File: config.mk
export PLATFORM = sky130hd
export DESIGN_NAME = fan_tach
export DESIGN_NICKNAME = d
export VERILOG_FILES = /design/src/rtl/fan_tach.sv
export SDC_FILE = /design/constraint.sdc
export NUM_CORES = 1
export LEC_CHECK = 0
export BUFFER_PORTS_ARGS = -buffer_cell sky130_fd_sc_hd__buf_4
export CORE_MARGIN = 2
export CORE_UTILIZATION = 50
export CTS_CLUSTER_DIAMETER = 50
export DETAILED_ROUTE_END_ITERATION = 10
export GPL_TIMING_DRIVEN = 0
export PLACE_DENSITY = 0.69
export SYNTH_ARGS = -nofsm -noshare
export SYNTH_HDL_FRONTEND = slang
export SYNTH_SLANG_ARGS = --single-unit
export TNS_END_PERCENT = 1
File: constraint.sdc
create_clock -name clk -period 2.5 [get_ports clk]
set_clock_uncertainty 0.05 [all_clocks]
set_input_delay 0.5 -clock clk [delete_from_list [all_inputs] [get_ports clk]]
set_output_delay 0.5 -clock clk [all_outputs]
set_load 0.05 [all_outputs]
File: src/rtl/fan_tach.sv
// fan_tach: tach pin synchroniser, deglitch filter, gated edge counter, period meter and sticky stall flag
module fan_tach #(
  parameter int GATE_CNT  = 49999999,
  parameter int FILT_LEN  = 16,
  parameter int STALL_WIN = 3
) (
  input  logic        clk,
  input  logic        rst_n,
  input  logic        fan_in,
  input  logic        clr_stall,
  output logic [26:0] rpm_cnt,
  output logic        rpm_vld,
  output logic [26:0] period,
  output logic        period_vld,
  output logic        stall
);
  localparam logic [26:0] GMAX = 27'(GATE_CNT);
  localparam logic [7:0]  FMAX = 8'(FILT_LEN - 1);
  localparam logic [3:0]  SWIN = 4'(STALL_WIN);
  localparam logic [26:0] SAT  = '1;
  logic        s1, s, f, f_d, fall, have_edge, wrap;
  logic [7:0]  fcnt;
  logic [26:0] gcnt, edge_cnt, per_cnt;
  logic [3:0]  zero_win, zw_next;
  always_comb begin
    wrap    = gcnt == GMAX;
    zw_next = (edge_cnt != '0) ? 4'd0 : (zero_win == 4'hf) ? zero_win : zero_win + 4'd1;
  end
  always_ff @(posedge clk) begin
    if (!rst_n) begin
      s1         <= 1'b1;
      s          <= 1'b1;
      f          <= 1'b1;
      f_d        <= 1'b1;
      fall       <= 1'b0;
      fcnt       <= '0;
      gcnt       <= '0;
      edge_cnt   <= '0;
      per_cnt    <= '0;
      have_edge  <= 1'b0;
      zero_win   <= '0;
      rpm_cnt    <= '0;
      rpm_vld    <= 1'b0;
      period     <= '0;
      period_vld <= 1'b0;
      stall      <= 1'b0;
    end else begin
      s1         <= fan_in;
      s          <= s1;
      fcnt       <= (s == f || fcnt == FMAX) ? 8'd0 : fcnt + 8'd1;
      f          <= (s != f && fcnt == FMAX) ? ~f : f;
      f_d        <= f;
      fall       <= f_d & ~f;
      gcnt       <= wrap ? 27'd0 : gcnt + 27'd1;
      edge_cnt   <= wrap ? {26'd0, fall} : (fall && edge_cnt != SAT) ? edge_cnt + 27'd1 : edge_cnt;
      rpm_cnt    <= wrap ? edge_cnt : rpm_cnt;
      rpm_vld    <= wrap;
      zero_win   <= wrap ? zw_next : zero_win;
      stall      <= (wrap && zw_next == SWIN) ? 1'b1 : clr_stall ? 1'b0 : stall;
      per_cnt    <= fall ? 27'd1 : (per_cnt != SAT) ? per_cnt + 27'd1 : per_cnt;
      period     <= (fall && have_edge) ? per_cnt : period;
      period_vld <= fall & have_edge;
      have_edge  <= have_edge | fall;
    end
  end
endmodule
==> results.py, run 1 <==
metrics = {
    "synthesis": {
        "yosysTopAreaCell": "dfxtp_1",
        "netlist_instances": 795,
        "synth_area_leaders": "dfxtp_1 (47%), nand2_1 (8.3%), a21boi_0 (6.2%)",
        "ys_dominant_reg_cell": "dfxtp_1",
        "ys_ff_latch": 156,
        "synth_edf_count": 0,
        "netlist_area_um2": 6691,
        "async_reset_ff_share_pct": 0,
        "synth_area_per_cell_um2": 8.417,
        "ys_warn_count": 0,
        "synth_top_area_share_pct": 46.67,
        "synth_fp_nets": 805,
        "synth_cell_types": 50,
        "ys_seq_area_share_pct": 46.67,
    },
    "cts": {
        "cts_max_level": 4,
        "tritoncts": "done",
        "cts.sinks": 156,
        "cts_buffer_depth": 2,
        "cts.reportedPaths.clkPinSlew_ns": 0.06,
        "root_buffer": "clkbuf_16",
        "clk-insertion-delay-late_ns": 0.43,
        "cts_made_buffers": 17,
    },
    "timing": {
        "max_slew_margin_pct": 33.32,
        "layout_setup_ws_ns": 0.1112,
        "hold_viol_final": 0,
        "max_freq_mhz": 418.6,
        "finalCritPeriodShare_pct": 95.55,
        "worstMarginPinSlew_ns": 0.9925,
        "setup_tns_ns": 0,
        "rsz0062_at_grt": "yes",
        "min_period_ns": 2.389,
        "finalSetupViolations": 0,
        "drv_slew": 0,
        "holdWs_ns": 0.2379,
    },
    "layout": {
        "multiInputGateArea_um2": 3374,
        "drive_gt1_share_pct": 13.19,
        "n_antenna_cell": 0,
        "register_area_um2": 3133,
        "utilization_pct": 61.03,
        "final_nets": 884,
        "syn_to_final_growth_pct": 19.82,
        "fillers": 1171,
    },
    "route": {
        "drc": 0,
        "drt_first_pass_iters": 4,
        "viasPerCell": 5.516,
        "antenna_left": 0,
        "num_vias": 5863,
        "finalWirelength_um": 15750,
        "wl_per_cell_um": 14.82,
        "drtIter0Drc": 360,
    },
    "pwr": {
        "irDropWorstVdd_uv": 387.1,
        "combPwrFrac_pct": 1.7,
        "p_clk_share_pct": 50.5,
        "pwr-share-seq_pct": 47.9,
        "power_density_nw_per_um2": 653.1,
        "p_sw_w": 0.001072,
        "p_sw_share_pct": 20.47,
        "p_leak_nw": 2.853,
        "p_int_w": 0.004165,
    },
    "placed_design": {
        "gp_congestion": 0.8484,
        "place_ws_ns": -0.03673,
        "io_buffer_count": 60,
        "hpwl_um": 11190,
    },
    "worst_setup_path": {
        "crit_chain": "clkbuf_4, nand4_1, or3_1, buf_2, or3_1, buf_2, or4_1, a21oi_1",
        "cpPeakStageDelay_ns": 0.40,
        "crit_required_ns": 2.81,
        "worstPathArrival_ns": 2.70,
        "crit_fanout": 9,
        "path_class": "flip-flop to flip-flop",
        "slowest_stage": "or4_1",
        "critPathCaptureType": "flip-flop",
        "critPathLaunchType": "flip-flop",
    },
    "floorplanning": {
        "die_x_um": 119.7,
        "core_um2": 13140,
        "initial_core_util_pct": 50.93,
        "ios": 61,
        "dieHeight_um": 119.7,
        "dieArea_um2": 14320,
        "core.rowCount": 42,
    },
    "grt": {
        "grt_pass1_wl_um": 25960,
        "antenna_found_initial": 0,
        "grt_max_degree": 17,
        "grt_pass1_vias": 5403,
        "grt.overflow.total": 0,
        "track_usage_pct": 22.54,
    },
    "status": {
        "status": "complete, no violations",
    },
    "job": {
        "drv_cap": 0,
    },
    "worst_hold_path": {
        "hp-class": "primary input to flip-flop",
    },
}
==> state kept, by name (all words and copies together) (netlist names), 4 cells and up <==
register and cells:
edge_cnt 27, period 27, rpm_cnt 27, zero_win 4, per_cnt 27, fcnt 8, gcnt 27
==> repair_timing <==
action                                  in CTS  in global routing
hold buffers                                 0                  0
resized for setup                            2                 18
endpoints found under the setup margin       5                 85
pin swaps                                    0                  1
buffers inserted                             0                  0
==> critical path, delay by kind of cell, from the launching register on <==
kind | cells | cell delay [ns]
AO/OA/AOI/OAI | 1 | 0.14
buffers and inverters | 3 | 0.54
flip-flops | 1 | 0.31
AND/OR/NAND/NOR | 4 | 1.28
==> area by class of cell <==
type | instances | area share [%]
multi-input combinational | 582 | 42.09
sequential | 156 | 39.08
clock buffer | 20 | 5.821
timing repair buffer | 60 | 5.618
tap | 176 | 2.747
buffer | 38 | 1.966
clock inverter | 12 | 1.795
inverter | 19 | 0.8895
==> power groups by stage <==
stage / logic [W] / clock network [W] / registers [W]
6_report: 0.0000873 / 0.00264 / 0.00251
5_1_grt: 0.0000960 / 0.00279 / 0.00251
4_1_cts: 0.0000877 / 0.00267 / 0.00251
3_5_place_dp: 0.0000873 / 0 / 0.00256
3_3_place_gp: 0.0000851 / 0 / 0.00256
2_1_floorplan: 0.0000584 / 0 / 0.00256
==> placed cells by master (no fill, tap or decap), types with 4 or more instances in the layout <==
| cell | netlist | final |
|---|---|---|
| clkinv_2 | 0 | 6 |
| clkbuf_16 | 0 | 17 |
| a21boi_0 | 55 | 55 |
| and3_1 | 15 | 15 |
| clkbuf_1 | 33 | 31 |
| xor2_1 | 33 | 33 |
| buf_4 | 0 | 60 |
| o21ai_0 | 23 | 22 |
| nor4_1 | 13 | 10 |
| xnor2_1 | 20 | 20 |
| and2_1 | 4 | 4 |
| nand2_1 | 148 | 148 |
| or4_1 | 7 | 7 |
| nand2b_1 | 6 | 6 |
| nand3_1 | 34 | 34 |
| and4_1 | 8 | 8 |
| nor2_1 | 75 | 74 |
| o21a_1 | 6 | 6 |
| nand4_1 | 26 | 26 |
| nor4b_1 | 4 | 4 |
| a21oi_1 | 27 | 27 |
| inv_1 | 19 | 19 |
| a31oi_1 | 5 | 5 |
| nor3_1 | 12 | 12 |
| dfxtp_2 | 0 | 8 |
| dfxtp_1 | 156 | 148 |
| or3_1 | 19 | 19 |
| ha_1 | 6 | 6 |
==> cells by family after synthesis <==
kind of cell | synth area share, %
multiplexers | 0.4488
adder cells (fa/ha/maj) | 1.122
AO/OA/AOI/OAI | 14.45
AND/OR/NAND/NOR | 27.00
flip-flops | 46.67
XOR/XNOR | 6.937
buffers and inverters | 3.366
==> layer usage <==
metal  routed length (um)  up-vias  GRT usage (%)
li1                     -     2938              -
met1                 7412     2758          30.10
met2                 7246      138          35.61
met3                  745       29          5.038
met4                  344        0          8.824
met5                    0        -              0
==> metrics by stage <==
stage               cells  total power, W  area (um2)
CTS                  1063        0.005265        7984
detailed placement   1031        0.002649        7362
floorplan             795        0.002617        6691
finish               1063        0.005236        8018
global placement     1031        0.002646        7362
global route         1063        0.005395        8018
==> final timing paths <==
path                            cells after the start                   endpoint  slack [ns]                startpoint
worst max-delay path                                8  edge_cnt[21]$_SDFFE_PP0P_        0.11  edge_cnt[9]$_SDFFE_PP0P_
worst min-delay path                                2              s1$_SDFF_PN1_        0.24                    fan_in
worst max register to register                      8  edge_cnt[21]$_SDFFE_PP0P_        0.11  edge_cnt[9]$_SDFFE_PP0P_
worst min register to register                      2            fall$_SDFF_PN0_        0.37            f_d$_SDFF_PN1_
==> synthesized netlist by cell type (2+ instances only) <==
cell type / n
o21ai_0: 23
xor2_1: 33
nand2_1: 148
a21oi_1: 27
a21boi_0: 55
buf_2: 3
o22ai_1: 2
inv_1: 19
o211ai_1: 2
o21a_1: 6
o31ai_1: 4
nand4_1: 26
a31oi_1: 5
a211oi_1: 2
nor3_1: 12
nor4_1: 13
and3_1: 15
or3_1: 19
mux2i_1: 3
or4_1: 7
xnor2_1: 20
nor2_1: 75
and4_1: 8
clkbuf_1: 33
nand3_1: 34
nand2b_1: 6
o311ai_0: 2
a41o_1: 3
ha_1: 6
dfxtp_1: 156
and2_1: 4
o2111ai_1: 3
nor4b_1: 4
Power figures use the tool's default switching activity.
==> inputs of run 2 (changes only) <==
BUFFER_PORTS_ARGS = -buffer_cell sky130_fd_sc_hd__buf_2   (was -buffer_cell sky130_fd_sc_hd__buf_4)
==> results.py, run 2 (same netlist as run 1, synthesis figures left out) <==
metrics = {
    "worst_setup_path": {
        "cpPeakStageDelay_ns": 0.52,
        "crit_required_ns": 2.80,
        "path_class": "flip-flop to flip-flop",
        "worstPathArrival_ns": 2.68,
        "crit_fanout": 10,
        "critPathLaunchType": "flip-flop",
        "critPathCaptureType": "flip-flop",
        "crit_buf_inv": 1,
        "cp_top_family": "simple AND/OR/NAND/NOR gates",
        "slowest_stage": "or4_4",
        "crit_chain": "nand3_1, or4_4, buf_6, a311o_1, or3_1, a21oi_1",
    },
    "layout": {
        "multiInputGateArea_um2": 3367,
        "syn_to_final_growth_pct": 17.00,
        "fillers": 1188,
        "n_antenna_cell": 0,
        "drive_gt1_share_pct": 12.74,
        "final_cell_mix": "dfxtp_1 (149), nand2_1 (148), nor2_1 (74)",
        "final_common_cell": "dfxtp_1",
        "register_area_um2": 3132,
        "final_nets": 884,
        "utilization_pct": 59.59,
        "fin_cells": 1063,
    },
    "route": {
        "drtIter0Drc": 346,
        "finalWirelength_um": 15870,
        "antenna_left": 0,
        "num_vias": 5871,
        "drc": 0,
        "wl_per_cell_um": 14.93,
        "drt_first_pass_iters": 5,
        "viasPerCell": 5.523,
    },
    "floorplanning": {
        "initial_core_util_pct": 50.93,
        "dieHeight_um": 119.7,
        "core_um2": 13140,
        "dieArea_um2": 14320,
        "ios": 61,
        "core.rowCount": 42,
        "die_x_um": 119.7,
    },
    "grt": {
        "antenna_found_initial": 0,
        "grt.overflow.total": 0,
        "grt_max_degree": 17,
        "grt_pass1_vias": 5671,
        "grt_pass1_wl_um": 26770,
        "track_usage_pct": 23.12,
    },
    "timing": {
        "min_period_ns": 2.387,
        "max_freq_mhz": 419.0,
        "max_slew_margin_pct": 30.73,
        "finalSetupViolations": 0,
        "finalCritPeriodShare_pct": 95.47,
        "hold_viol_final": 0,
        "rsz0062_at_grt": "yes",
        "drv_slew": 0,
        "worstMarginPinSlew_ns": 1.030,
    },
    "status": {
        "status": "complete, no violations",
    },
    "worst_hold_path": {
        "hp-class": "primary input to flip-flop",
    },
    "cts": {
        "cts.reportedPaths.clkPinSlew_ns": 0.06,
        "root_buffer": "clkbuf_16",
        "cts.sinks": 156,
        "cts_made_buffers": 17,
        "cts_buffer_depth": 2,
        "cts_max_level": 4,
        "tritoncts": "done",
        "cts.hold.buffers_added": 0,
        "clk-insertion-delay-late_ns": 0.42,
    },
    "pwr": {
        "p_leak_nw": 2.835,
        "irDropWorstVdd_uv": 433.2,
        "power_density_nw_per_um2": 653.2,
    },
    "placed_design": {
        "hpwl_um": 11320,
        "io_buffer_count": 60,
        "dp_cells": 1031,
        "gp_congestion": 0.8479,
    },
    "job": {
        "drv_cap": 0,
    },
}
run 2: cell types whose count changed in the layout (fill, tap and decap cells not counted), moves of 2 or more:
| cell | change |
|---|---|
| clkinvlp_4 | +2 |
| buf_2 | +60 |
| clkbuf_1 | +2 |
| buf_4 | -60 |
| clkinv_2 | -2 |
run 2: repair_timing:
item,in CTS,in global routing
resized for setup,2,16
pin swaps,0,1
endpoints found under the hold margin,0,0
buffers inserted,0,0
setup endpoints to repair,7,89
run 2: metrics by stage:
| step | total power (W) | TNS (ns) | worst slack [ns] | cell area (um2) | hold WS [ns] |
|---|---|---|---|---|---|
| floorplan | 0.002617 | 0 | 0.3076 | 6691 | 0.3363 |
| global placement | 0.002644 | 0 | 0.03072 | 7212 | 0.3507 |
| detailed placement | 0.002647 | -0.3779 | -0.1151 | 7212 | 0.3598 |
| CTS | 0.005143 | 0 | 0.02550 | 7802 | 0.2509 |
| global route | 0.005274 | -0.1580 | -0.03475 | 7829 | 0.2701 |
| finish | 0.005114 | 0 | 0.1132 | 7829 | 0.2656 |
run 2: metal layers:
metal / vias to the layer above / routed length [um] / global-route usage, %
li1: 2927 / - / -
met2: 117 / 7589 / 37.36
met4: 0 / 225 / 7.941
met5: - / 0 / 0
met1: 2807 / 7474 / 31.01
met3: 20 / 577 / 4.563
run 2: cell type report:
class                           count  area share (%)
Timing Repair Buffer               60           3.836
Buffer                             38           2.030
Sequential cell                   156           40.00
Clock inverter                     11           1.518
Clock buffer                       21           5.881
Inverter                           19          0.9110
Tap cell                          176           2.813
Multi-Input combinational cell    582           43.01
run 2: final timing paths:
kind	cells past startpoint	end	slack, ns	startpoint
worst max register to register	6	per_cnt[21]$_SDFFE_PP0P_	0.11	per_cnt[8]$_SDFFE_PP0P_
worst min register to register	2	fall$_SDFF_PN0_	0.36	f_d$_SDFF_PN1_
worst min-delay path	2	s1$_SDFF_PN1_	0.27	fan_in
worst max-delay path	6	per_cnt[21]$_SDFFE_PP0P_	0.11	per_cnt[8]$_SDFFE_PP0P_
run 2: worst reg2reg max path, delay by kind of cell (launching register included):
| kind | cells | cell delay [ns] |
|---|---|---|
| AND/OR/NAND/NOR | 3 | 1.09 |
| AO/OA/AOI/OAI | 2 | 0.57 |
| flip-flops | 1 | 0.45 |
| buffers and inverters | 1 | 0.16 |
run 2: report_power, final:
part,internal [W],switching (W),leakage [nW]
Clock,0.00151,0.00101,0.275
Sequential,0.00250,0.0000116,1.26
Combinational,0.0000293,0.0000566,1.30
Total,0.00404,0.00107,2.84
==> inputs of run 3 (changes only) <==
CORE_ASPECT_RATIO = 1.2   (was not set)
==> results.py, run 3 (same netlist as run 1, synthesis figures left out) <==
metrics = {
    "worst_setup_path": {
        "worstReg2RegStart": "per_cnt[4]$_SDFFE_PP0P_",
        "path_class": "flip-flop to flip-flop",
        "reg2regPathDepth": 6,
        "cpPeakStageDelay_ns": 0.55,
        "crit_start": "per_cnt[4]$_SDFFE_PP0P_",
        "critPathCaptureType": "flip-flop",
        "slowest_stage": "or4_4",
        "worstPathArrival_ns": 2.72,
        "crit_required_ns": 2.81,
        "crit_fanout": 10,
        "critPathLaunchType": "flip-flop",
        "crit_chain": "nand4_4, or4_4, buf_6, a311o_1, or3_1, a21oi_1",
    },
    "layout": {
        "utilization_pct": 59.84,
        "drive_gt1_share_pct": 12.74,
        "register_area_um2": 3127,
        "fillers": 1187,
        "multiInputGateArea_um2": 3364,
        "final_cell_mix": "dfxtp_1 (153), nand2_1 (148), nor2_1 (75)",
        "design_area_um2": 7853,
        "syn_to_final_growth_pct": 17.35,
        "final_common_cell": "dfxtp_1",
        "fin_cells": 1055,
        "final_nets": 884,
        "n_antenna_cell": 0,
    },
    "floorplanning": {
        "core_um2": 13120,
        "dieArea_um2": 14330,
        "ios": 61,
        "initial_core_util_pct": 50.99,
        "core.rowCount": 46,
        "dieHeight_um": 130.7,
        "die_x_um": 109.6,
    },
    "status": {
        "status": "complete, no violations",
    },
    "cts": {
        "clk-insertion-delay-late_ns": 0.43,
        "root_buffer": "clkbuf_16",
        "cts_buffer_depth": 2,
        "cts.reportedPaths.clkPinSlew_ns": 0.06,
        "cts_made_buffers": 17,
        "post_cts_buffers": 0,
        "tritoncts": "done",
        "cts.sinks": 156,
        "cts_max_level": 4,
    },
    "placed_design": {
        "io_buffer_count": 60,
        "post_dp_cell_area_um2": 7202,
        "hpwl_um": 11020,
        "dp_cells": 1023,
        "gp_congestion": 0.8837,
    },
    "timing": {
        "min_period_ns": 2.414,
        "hold_viol_final": 0,
        "finalSetupViolations": 0,
        "rsz0062_at_grt": "yes",
        "finalCritPeriodShare_pct": 96.56,
        "worstMarginPinSlew_ns": 1.001,
        "holdWs_ns": 0.2289,
        "max_freq_mhz": 414.2,
        "drv_slew": 0,
        "max_slew_margin_pct": 32.73,
    },
    "grt": {
        "antenna_found_initial": 0,
        "grt_max_degree": 17,
        "grt.overflow.total": 0,
        "track_usage_pct": 22.02,
        "grt_pass1_vias": 5452,
        "grt_pass1_wl_um": 25050,
    },
    "worst_hold_path": {
        "holdPathStages": 2,
        "min_from": "fan_in",
        "hp-class": "primary input to flip-flop",
    },
    "route": {
        "drc": 0,
        "finalWirelength_um": 15420,
        "drtIter0Drc": 313,
        "antenna_left": 0,
        "wl_per_cell_um": 14.62,
        "drt_first_pass_iters": 5,
        "num_vias": 5857,
        "viasPerCell": 5.552,
    },
    "pwr": {
        "irDropWorstVdd_uv": 437.1,
        "power_density_nw_per_um2": 669.0,
        "p_leak_nw": 2.863,
    },
    "job": {
        "drv_cap": 0,
    },
}
==> run 3: area by class of cell <==
type                            instances  area share [%]
Inverter                               19          0.9082
Sequential cell                       156           39.82
Clock inverter                         13           2.119
Multi-Input combinational cell        582           42.85
Clock buffer                           19           5.768
Buffer                                 38           2.040
Timing Repair Buffer                   60           3.824
Tap cell                              168           2.677
==> run 3: per-stage QoR <==
stage,worst slack [ns],power (W),TNS [ns]
after global placement,-0.02321,0.002643,-0.02383
after global routing,-0.1692,0.005425,-3.018
after floorplan,0.3076,0.002617,0
after detailed placement,-0.01501,0.002647,-0.03107
final,0.08594,0.005253,0
after CTS,0.005317,0.005300,0
==> run 3: worst paths after layout <==
kind              slack, ns                       end
setup reg to reg       0.09  per_cnt[21]$_SDFFE_PP0P_
hold / removal         0.23             s1$_SDFF_PN1_
setup / recovery       0.09  per_cnt[21]$_SDFFE_PP0P_
hold reg to reg        0.36              s$_SDFF_PN1_
==> run 3: worst max-delay path, delay by kind of cell (launching register included) <==
kind                   cells  cell delay, ns
and+or+nand+nor            3            1.10
buffers and inverters      1            0.16
DFF                        1            0.49
AOI/OAI and AO/OA          2            0.55
==> run 3: report_power, final <==
group	switching, W	internal [W]
sequential	0.0000108	0.00250
clock	0.00103	0.00163
combinational	0.0000554	0.0000302
total	0.00110	0.00415
==> run 3: repair_timing <==
action | 4_1_cts | 5_1_grt
gates resized for setup | 1 | 17
hold buffers | 0 | 0
pin swaps | 0 | 0
endpoints found under the setup margin | 5 | 90
gates cloned | 0 | 0
==> run 3: per-layer routing <==
metal	track usage (%)	share of wire (%)	vias to the layer above
met1	25.41	43	2769
met3	5.605	4.0	27
met5	0	0	-
li1	-	-	2929
met4	9.829	2.4	0
met2	38.24	50	132
